[src/rtl/sound_pkg.sv]
// Shared types for the sound effect engine: sequencer states and note slot indices.
package sound_pkg;

    typedef enum logic [1:0] {
        IDLE   = 2'd0,
        NOTE_A = 2'd1,
        NOTE_B = 2'd2
    } fx_state_t;

    localparam logic NOTE_A_IDX = 1'b0;
    localparam logic NOTE_B_IDX = 1'b1;

endpackage

[src/rtl/sound_tone_gen.sv]
// Pitch divider plus sawtooth accumulator; one voice, cleared by the sequencer at note boundaries.
module sound_tone_gen #(
    parameter int DIV_W = 8,
    parameter int DAC_W = 8
) (
    input  logic             clk,
    input  logic             nRst,
    input  logic             clear,
    input  logic [DIV_W-1:0] div,
    output logic [DAC_W-1:0] saw
);

    logic [DIV_W-1:0] div_cnt;

    // div == 0 is a rest: the sawtooth is pinned at zero for the whole note.
    always_ff @(posedge clk or negedge nRst) begin
        if (!nRst) begin
            div_cnt <= '0;
            saw     <= '0;
        end else if (clear || div == '0) begin
            div_cnt <= '0;
            saw     <= '0;
        end else if (div_cnt == div) begin
            div_cnt <= '0;
            saw     <= saw + 1'b1;
        end else begin
            div_cnt <= div_cnt + 1'b1;
        end
    end

endmodule

[src/rtl/sound_fx_engine.sv]
// Prioritised two-note sound effect sequencer driving a sawtooth DAC code.
// Handshake-free: evt_req lines are level inputs, each rising edge is a request.
module sound_fx_engine
    import sound_pkg::*;
#(
    parameter int NUM_EVT = 4,
    parameter int DIV_W   = 8,
    parameter int DUR_W   = 24,
    parameter int DAC_W   = 8,
    parameter int EVT_IW  = $clog2(NUM_EVT)
) (
    input  logic                         clk,
    input  logic                         nRst,
    input  logic [NUM_EVT-1:0]           evt_req,
    input  logic                         mute,
    input  logic [NUM_EVT*2*DIV_W-1:0]   div_tbl,
    input  logic [NUM_EVT*2*DUR_W-1:0]   dur_tbl,
    output logic [DAC_W-1:0]             dac_out,
    output logic                         busy,
    output logic [EVT_IW-1:0]            active_evt
);

    fx_state_t          state, nxt;
    logic [NUM_EVT-1:0] prev, rise;
    logic               any_rise, entry, note_end, note_sel, tone_clear;
    logic [EVT_IW-1:0]  win, evt_sel;
    logic [EVT_IW:0]    slot;
    logic [DUR_W-1:0]   dur_cnt, cur_dur;
    logic [DIV_W-1:0]   cur_div;
    logic [DAC_W-1:0]   saw;

    // Highest-index rising request wins.
    always_comb begin
        rise     = evt_req & ~prev;
        any_rise = |rise;
        win      = '0;
        for (int i = 0; i < NUM_EVT; i++) begin
            if (rise[i]) win = EVT_IW'(i);
        end
    end

    assign note_end = (cur_dur == '0) || (dur_cnt == cur_dur - 1'b1);

    // A request arriving as NOTE_B finishes starts directly, whatever its priority.
    always_comb begin
        nxt      = state;
        entry    = 1'b0;
        evt_sel  = active_evt;
        note_sel = NOTE_A_IDX;
        case (state)
            IDLE: begin
                if (any_rise) begin
                    nxt     = NOTE_A;
                    entry   = 1'b1;
                    evt_sel = win;
                end
            end
            NOTE_A: begin
                if (any_rise && win >= active_evt) begin
                    nxt     = NOTE_A;
                    entry   = 1'b1;
                    evt_sel = win;
                end else if (note_end) begin
                    nxt      = NOTE_B;
                    entry    = 1'b1;
                    note_sel = NOTE_B_IDX;
                end
            end
            NOTE_B: begin
                if (any_rise && (win >= active_evt || note_end)) begin
                    nxt     = NOTE_A;
                    entry   = 1'b1;
                    evt_sel = win;
                end else if (note_end) begin
                    nxt = IDLE;
                end
            end
            default: nxt = IDLE;
        endcase
    end

    assign slot       = {evt_sel, note_sel};
    assign tone_clear = entry || (nxt == IDLE);

    always_ff @(posedge clk or negedge nRst) begin
        if (!nRst) begin
            state      <= IDLE;
            busy       <= 1'b0;
            active_evt <= '0;
            prev       <= '0;
            dur_cnt    <= '0;
            cur_dur    <= '0;
            cur_div    <= '0;
        end else begin
            state      <= nxt;
            busy       <= (nxt != IDLE);
            active_evt <= (nxt == IDLE) ? '0 : evt_sel;
            prev       <= evt_req;
            if (entry) begin
                cur_div <= div_tbl[int'(slot)*DIV_W +: DIV_W];
                cur_dur <= dur_tbl[int'(slot)*DUR_W +: DUR_W];
                dur_cnt <= '0;
            end else if (nxt == IDLE) begin
                cur_div <= '0;
                cur_dur <= '0;
                dur_cnt <= '0;
            end else begin
                dur_cnt <= dur_cnt + 1'b1;
            end
        end
    end

    sound_tone_gen #(
        .DIV_W (DIV_W),
        .DAC_W (DAC_W)
    ) u_tone (
        .clk   (clk),
        .nRst  (nRst),
        .clear (tone_clear),
        .div   (cur_div),
        .saw   (saw)
    );

    // Mute gates only the pins; the sawtooth keeps running underneath.
    assign dac_out = mute ? '0 : saw;

endmodule

[config.mk]
export PLATFORM = sky130hd
export DESIGN_NAME = sound_fx_engine
export DESIGN_NICKNAME = d
export VERILOG_FILES = /design/src/rtl/sound_pkg.sv /design/src/rtl/sound_tone_gen.sv /design/src/rtl/sound_fx_engine.sv
export SDC_FILE = /design/constraint.sdc
export NUM_CORES = 1
export LEC_CHECK = 0
export CORE_ASPECT_RATIO = 1.4
export CORE_MARGIN = 2
export CORE_UTILIZATION = 49
export DETAILED_ROUTE_END_ITERATION = 10
export GPL_ROUTABILITY_DRIVEN = 0
export PLACE_DENSITY_LB_ADDON = 0.12
export SLEW_MARGIN = 20
export SYNTH_ARGS = -nofsm -noshare
export SYNTH_HDL_FRONTEND = slang
export SYNTH_SLANG_ARGS = --single-unit
[constraint.sdc]
create_clock -name clk -period 10.2 [get_ports clk]
set_clock_uncertainty 0.1 [all_clocks]
set_input_delay 2.04 -clock clk [delete_from_list [all_inputs] [get_ports clk]]
set_output_delay 2.04 -clock clk [all_outputs]
set_load 0.02 [all_outputs]
==> results of run 1 <==
synthesized netlist by cell type, types with 3 or more instances:
| cell | n | area (um2) |
|---|---|---|
| a21oi_1 | 13 | 65.1 |
| a22oi_1 | 4 | 30.0 |
| and2_1 | 4 | 25.0 |
| and3_1 | 8 | 50.1 |
| buf_1 | 3 | 11.3 |
| buf_2 | 13 | 65.1 |
| buf_4 | 5 | 37.5 |
| buf_6 | 9 | 101 |
| clkbuf_1 | 24 | 90.1 |
| dfrtp_1 | 81 | 2030 |
| ha_1 | 7 | 87.6 |
| inv_1 | 15 | 56.3 |
| mux2_1 | 45 | 507 |
| mux2_2 | 11 | 124 |
| mux2i_1 | 82 | 821 |
| nand2_1 | 104 | 390 |
| nand2b_1 | 3 | 18.8 |
| nand3_1 | 53 | 265 |
| nand4_1 | 10 | 62.6 |
| nor2_1 | 61 | 229 |
| nor2b_1 | 17 | 106 |
| nor3_1 | 10 | 50.1 |
| nor4_1 | 14 | 87.6 |
| o211ai_1 | 62 | 465 |
| o21ai_0 | 13 | 65.1 |
| o21ai_1 | 6 | 30.0 |
| o22ai_1 | 4 | 25.0 |
| o311ai_0 | 3 | 26.3 |
| o31a_1 | 3 | 26.3 |
| or3_1 | 8 | 50.1 |
| or4_1 | 5 | 37.5 |
| xnor2_1 | 33 | 289 |
| xor2_1 | 36 | 315 |
final cells by class:
class / count / area [um2] / area share
sequential: 81 / 2030 / 0.202
tap: 185 / 231 / 0.0230
clock buffer: 9 / 225 / 0.0224
timing repair buffer: 280 / 2790 / 0.278
inverter: 15 / 56.3 / 0.00561
multi-input combinational: 655 / 4630 / 0.461
clock inverter: 6 / 83.8 / 0.00835
registers in the layout, indices dropped and copies added (netlist names):
register        flops
cur_div             8
dur_cnt            24
busy                1
state               2
cur_dur            24
prev                4
active_evt          2
u_tone.saw          8
u_tone.div_cnt      8
kinds of logic after synthesis:
group,count (synthesis),synth area share
AND/OR/NAND/NOR,310,0.214
multiplexers,138,0.207
AO/OA/AOI/OAI,130,0.135
flip-flops,81,0.290
XOR/XNOR,70,0.0895
buffers and inverters,69,0.0517
adder cells (fa/ha/maj),7,0.0125
stage by stage:
step                      setup slack (ns)  hold slack [ns]
after floorplan                       5.59            0.383
after global placement                4.19            0.415
after detailed placement              3.99            0.429
after CTS                             4.31            0.441
after global routing                  4.13            0.464
final                                 4.49            0.435
worst max-delay path by stage:
stage / end / cells after the start / slack (ns)
2_1_floorplan: cur_div[7] / 13 / 5.59
5_1_grt: cur_dur[0] / 14 / 4.13
6_report: cur_dur[23] / 14 / 4.49
3_3_place_gp: cur_dur[0] / 14 / 4.19
4_1_cts: cur_dur[0] / 14 / 4.31
3_5_place_dp: cur_dur[0] / 14 / 3.99
metal layers:
layer | routed length (um) | global-route usage | part of all wire
met1 | 8670 | 0.344 | 0.39
met2 | 11700 | 0.532 | 0.53
met3 | 1320 | 0.0542 | 0.060
met4 | 566 | 0.0933 | 0.025
met5 | 0 | 0 | 0
where the power goes:
part | internal (mW) | switching, mW
Clock | 0.212 | 0.127
Combinational | 0.376 | 0.465
Sequential | 0.405 | 0.132
Total | 0.993 | 0.725
critical path, cell delays in order:
cell	delay (ns)
clkdlybuf4s50_1	0.41
nor2b_1	0.15
nor2b_1	0.25
inv_1	0.10
ha_1	0.28
a21boi_0	0.13
o21ai_0	0.43
nand2_1	0.21
o21ai_1	0.32
mux2i_4	0.35
buf_6	0.60
nand2_1	0.11
o211ai_1	0.20
nand3_1	0.11
cell usage in the layout, fill, tap and decap left out, types with 3 or more instances in the layout:
cell type / synthesis / layout
clkbuf_16: 0 / 9
ha_1: 7 / 7
nand2_1: 104 / 104
and2_1: 4 / 4
o211ai_1: 62 / 62
nor2b_1: 17 / 15
nand3_1: 53 / 53
buf_4: 5 / 6
a22oi_1: 4 / 4
nor3_1: 10 / 10
or3_1: 8 / 8
inv_1: 15 / 15
nand4_1: 10 / 10
o21ai_0: 13 / 13
mux2_1: 45 / 45
o21ai_1: 6 / 6
a21oi_1: 13 / 13
o22ai_1: 4 / 4
nand2b_1: 3 / 3
o31a_1: 3 / 3
mux2_2: 11 / 11
o311ai_0: 3 / 3
and3_1: 8 / 8
clkdlybuf4s50_1: 0 / 272
dfrtp_1: 81 / 81
nor4_1: 14 / 14
or4_1: 5 / 5
xnor2_1: 33 / 33
clkinv_2: 0 / 3
xor2_1: 36 / 36
nor2_1: 61 / 61
mux2i_1: 82 / 81
==> qor_table.md, run 1 <==
| Parameter | This run |
|:---|:---|
| Number of nets produced by synthesis | 1075 |
| HP Class | reg2reg |
| Average cell area after synthesis | 8.70 um2 |
| WHS Path Cells | 2 |
| Period Utilization, post-route | 0.560 |
| Hold path start | cur_div[3] |
| Total die area | 0.0153 mm2 |
| Number of different library cells in the post-synthesis netlist | 63 |
| Number of buffers inserted by hold repair at cts | 0 |
| Via count of the first global-routing pass | 6995 |
| Fmax | 0.175 GHz |
| Critical R2R Capture | cur_dur[20] |
| Htree depth | 3 |
| Number of post-CTS setup repair buffers | 0 |
| TritonCTS clock tree | done |
| Detailed-router iteration count before antenna repair | 5 |
| Global-route wire length before repair | 35900 um |
| Final min period | 5.71 ns |
| Library cell used as clock root buffer | clkbuf_16 |
| Clock input transition at the sequential cells of the worst setup and hold paths | 0.06 ns |
| Average wire per cell in the routed design | 18.1 um |
| Total Neg Setup Slack | 0 ns |
| Count of standard-cell rows | 51 |
| Number of instances in the synthesized netlist | 805 |
| Hold violation total from the final report | 0 |
| Relative area change from synthesis to final layout | 43.5% |
| Worst Hold Path EP | cur_div[3] |
| Skew-Pair Late Insertion Delay | 0.34 ns |
| Post-DRT Antenna Nets | 0 |
| Overall Power | 1.72 mW |
| Critical path startpoint | evt_req[3] |
| Power Density | 171 mW/mm2 |
| Initial antenna violation count | 0 |
| Static leakage | 3.80 nW |
| Register-to-register setup slack | 4.98 ns |
| Post-route design area | 0.0100 mm2 |
| Worst voltage drop across the vdd grid | 156 uV |
| Final Routed Wirelength | 22200 um |
| Top-Level Pins | 274 |
| Cell depth of the worst flop-to-flop path | 11 |
| Result of the run | finished, final reports clean |
| Commonest register cell after synthesis | dfrtp_1 |
| Number of pins exceeding their max-slew limit in the final report | 0 |
| Placed wire-length estimate | 17500 um |
| Largest fanout of any net on the critical path | 118 |
| Chip height | 145 um |
| Sequential area share after synthesis | 0.290 |
| Count of flip-flops with a built-in enable after synthesis | 0 |
| Unrepaired setup endpoints after global routing | no |
| Area of the mapped netlist | 0.00700 mm2 |
| Placed Cells incl. Taps | 1216 |
| YS warnings | 0 |
| Total cell area at the placement stage | 0.00973 mm2 |
| Max_slew headroom | 0.328 |
| Worst setup path category | in2reg |
| Final instance count without filler cells | 1231 |
| CP startpoint kind | primary input |
| Buffer depth of the longest clock path | 2 |
| Port-buffer cells | 273 |
| Overall via count from detail_route | 6927 |
| Horiz. Die Dim | 105 um |
| Number of violations of the max-capacitance limit | 0 |
| Total of cells resized after clock tree synthesis | 0 |
| Fraction of final layout cells with drive strength greater than 1 | 0.0459 |
| Required time worst endpoint | 10.31 ns |
| Core Region | 0.0139 mm2 |
| Source of the worst register-to-register timing path | cur_dur[2] |
| All-layer global routing usage | 0.293 |
| Pin count of the biggest net entering global routing | 119 |
| Effective utilization at floorplan | 0.503 |
| Measured slew at the worst slew-check pin | 1.01 ns |
| Filler cells | 1122 |
| Data arrival at the endpoint of the critical path | 5.83 ns |
| Number of sinks on the clock net | 81 |
| Inserted Clock Buffers | 9 |
| Antenna cells | 0 |
| Avg Vias per Cell | 5.63 |
| DRC violation total after the first TritonRoute iteration | 314 |
| # nets final | 1312 |
| Final standard cell utilization of the core | 0.722 |
| Post-synth ARST share | 1.00 |
| Total of flip-flops plus latches after synthesis | 81 |
| Total gr overflow | 0 |
| Crit end category | flip-flop |
| Final setup violating endpoints | 0 |
| DRC violations left | 0 |
Power figures use the tool's default switching activity.
==> run 2: changes to the inputs <==
--- a/config.mk
+++ b/config.mk
@@ -7,7 +7,7 @@
 export LEC_CHECK = 0
 export CORE_ASPECT_RATIO = 1.4
 export CORE_MARGIN = 2
-export CORE_UTILIZATION = 49
+export CORE_UTILIZATION = 41
 export DETAILED_ROUTE_END_ITERATION = 10
 export GPL_ROUTABILITY_DRIVEN = 0
 export PLACE_DENSITY_LB_ADDON = 0.12
==> constraint.sdc (replaced) <==
create_clock -name clk -period 4.8 [get_ports clk]
set_clock_uncertainty 0.1 [all_clocks]
set_input_delay 0.96 -clock clk [delete_from_list [all_inputs] [get_ports clk]]
set_output_delay 0.96 -clock clk [all_outputs]
set_load 0.02 [all_outputs]
==> qor_table.md, run 2 (same netlist as run 1, synthesis figures left out) <==
| Parameter | This run |
|:---|:---|
| Result of the run | finished, final reports clean |
| Total gr overflow | 0 |
| Fraction of final layout cells with drive strength greater than 1 | 0.0735 |
| Biggest registers after layout | cur_dur: 24 flops, dur_cnt: 24 flops |
| Source of the worst register-to-register timing path | cur_dur[10] |
| Initial antenna violation count | 1 |
| Power Density | 369 mW/mm2 |
| Critical R2R Capture | cur_dur[16] |
| Crit end category | flip-flop |
| Unrepaired setup endpoints after global routing | no |
| CP startpoint kind | flip-flop |
| Pin count of the biggest net entering global routing | 50 |
| Total Neg Setup Slack | 0 ns |
| Horiz. Die Dim | 114 um |
| Port-buffer cells | 273 |
| Final setup violating endpoints | 0 |
| Number of pins exceeding their max-slew limit in the final report | 0 |
| Most frequent standard cell in the layout excluding fill and tap cells | clkdlybuf4s50_1 |
| Skew-Pair Late Insertion Delay | 0.34 ns |
| Filler cells | 1493 |
| Hold violation total from the final report | 0 |
| Post-route design area | 0.0104 mm2 |
| Core Region | 0.0167 mm2 |
| Clock input transition at the sequential cells of the worst setup and hold paths | 0.06 ns |
| Chip height | 159 um |
| Number of sinks on the clock net | 81 |
| Post-DRT Antenna Nets | 0 |
| Final min period | 4.48 ns |
| Final Routed Wirelength | 23600 um |
| Measured slew at the worst slew-check pin | 0.821 ns |
| Total die area | 0.0182 mm2 |
| Cell depth of the worst flop-to-flop path | 14 |
| Period Utilization, post-route | 0.932 |
| Worst Hold Path EP | dur_cnt[0] |
| Final instance count without filler cells | 1279 |
| Hold path start | dur_cnt[0] |
| Count of standard-cell rows | 56 |
| Required time worst endpoint | 4.92 ns |
| Global-route wire length before repair | 37500 um |
| Number of violations of the max-capacitance limit | 0 |
| Largest fanout of any net on the critical path | 8 |
| Register-to-register setup slack | 0.32 ns |
| Max_slew headroom | 0.449 |
| HP Class | reg2reg |
| Top-Level Pins | 274 |
| Library cell used as clock root buffer | clkbuf_16 |
| Inserted Clock Buffers | 9 |
| Number of post-CTS setup repair buffers | 0 |
| Via count of the first global-routing pass | 7218 |
| TritonCTS clock tree | done |
| Placed wire-length estimate | 19200 um |
| Leading cell types in the layout, fill and taps excluded | clkdlybuf4s50_1, nand2_1, mux2i_1, dfrtp_1, o211ai_1 |
| Buffer depth of the longest clock path | 2 |
| Average wire per cell in the routed design | 18.4 um |
| Hold_ws | 0.426 ns |
| Static leakage | 3.96 nW |
| Total cell area at the placement stage | 0.0101 mm2 |
| DRC violation total after the first TritonRoute iteration | 349 |
| Htree depth | 3 |
| Worst voltage drop across the vdd grid | 212 uV |
| DRC violations left | 0 |
| Detailed-router iteration count before antenna repair | 5 |
| WHS Path Cells | 1 |
| Worst setup path category | reg2reg |
| Fmax | 0.223 GHz |
| Overall via count from detail_route | 6993 |
| Placed Cells incl. Taps | 1262 |
| Data arrival at the endpoint of the critical path | 4.59 ns |
| Avg Vias per Cell | 5.47 |
| Effective utilization at floorplan | 0.418 |
| All-layer global routing usage | 0.264 |
| Relative area change from synthesis to final layout | 48.2% |
| # nets final | 1340 |
## run 2: cell count changes in the layout (fill, tap and decap cells not counted), sizes merged
cell      before  now
buf            8   36
bufinv         2    1
clkinvlp       0    2
diode          0    1
clkinv         4    2
clkbuf         9   11
## run 2: power by group
part           internal, mW  total [mW]  switching, mW  leakage, nW
logic                 0.917        2.02           1.10         2.77
clock network         0.415       0.696          0.280        0.142
registers             0.860        1.11          0.249         1.04
## run 2: worst max-delay path by stage
stage | start | endpoint | slack (ns) | cells past startpoint
global placement | evt_req[3] | cur_dur[16] | -0.08 | 15
finish | cur_dur[10] | cur_dur[16] | 0.32 | 14
detailed placement | evt_req[2] | cur_dur[16] | -0.09 | 15
CTS | cur_dur[1] | cur_dur[16] | 0.15 | 15
floorplan | cur_dur[8] | cur_div[7] | 0.73 | 14
global route | cur_dur[1] | cur_dur[16] | 0.009 | 15
## run 2: critical path, cell delays in order, from the launching register on
cell	delay (ns)
dfrtp_1	0.42
or4_4	0.53
or4_1	0.63
buf_4	0.22
nor4_4	0.22
o21ai_1	0.10
nor4_2	0.28
o2111ai_2	0.26
a2111oi_4	0.43
buf_4	0.25
buf_4	0.20
mux2i_1	0.19
mux2i_1	0.12
a22oi_2	0.29
o21ai_1	0.10
## run 2: what timing repair did
item,4_1_cts,5_1_grt
endpoints found under the setup margin,0,26
hold buffers,0,0
gates resized for setup,0,4
## run 2: metrics by stage
stage / worst slack [ns] / util / power (mW)
2_1_floorplan: 0.729 / - / 2.32
3_3_place_gp: -0.0849 / 0.601 / 3.10
3_5_place_dp: -0.0880 / 0.601 / 3.13
4_1_cts: 0.153 / 0.619 / 3.84
5_1_grt: 0.00933 / 0.620 / 4.13
6_report: 0.324 / 0.620 / 3.83
## run 2: layout make-up
cell class,instances,area [um2],share of cell area
sequential,81,2030,0.195
clock inverter,5,55.1,0.00531
clock buffer,11,243,0.0234
tap,203,254,0.0245
multi-input combinational,655,4650,0.448
timing repair buffer,308,3090,0.298
antenna,1,2.50,0.000241
inverter,15,56.3,0.00543
## run 2: metal layers
| metal | vias to the layer above | GRT usage | wire length [um] |
|---|---|---|---|
| met3 | 21 | 0.0411 | 1350 |
| met1 | 3279 | 0.320 | 9310 |
| met4 | 0 | 0.0674 | 334 |
| li1 | 3445 | - | - |
| met2 | 248 | 0.486 | 12600 |
| met5 | - | 0 | 0 |
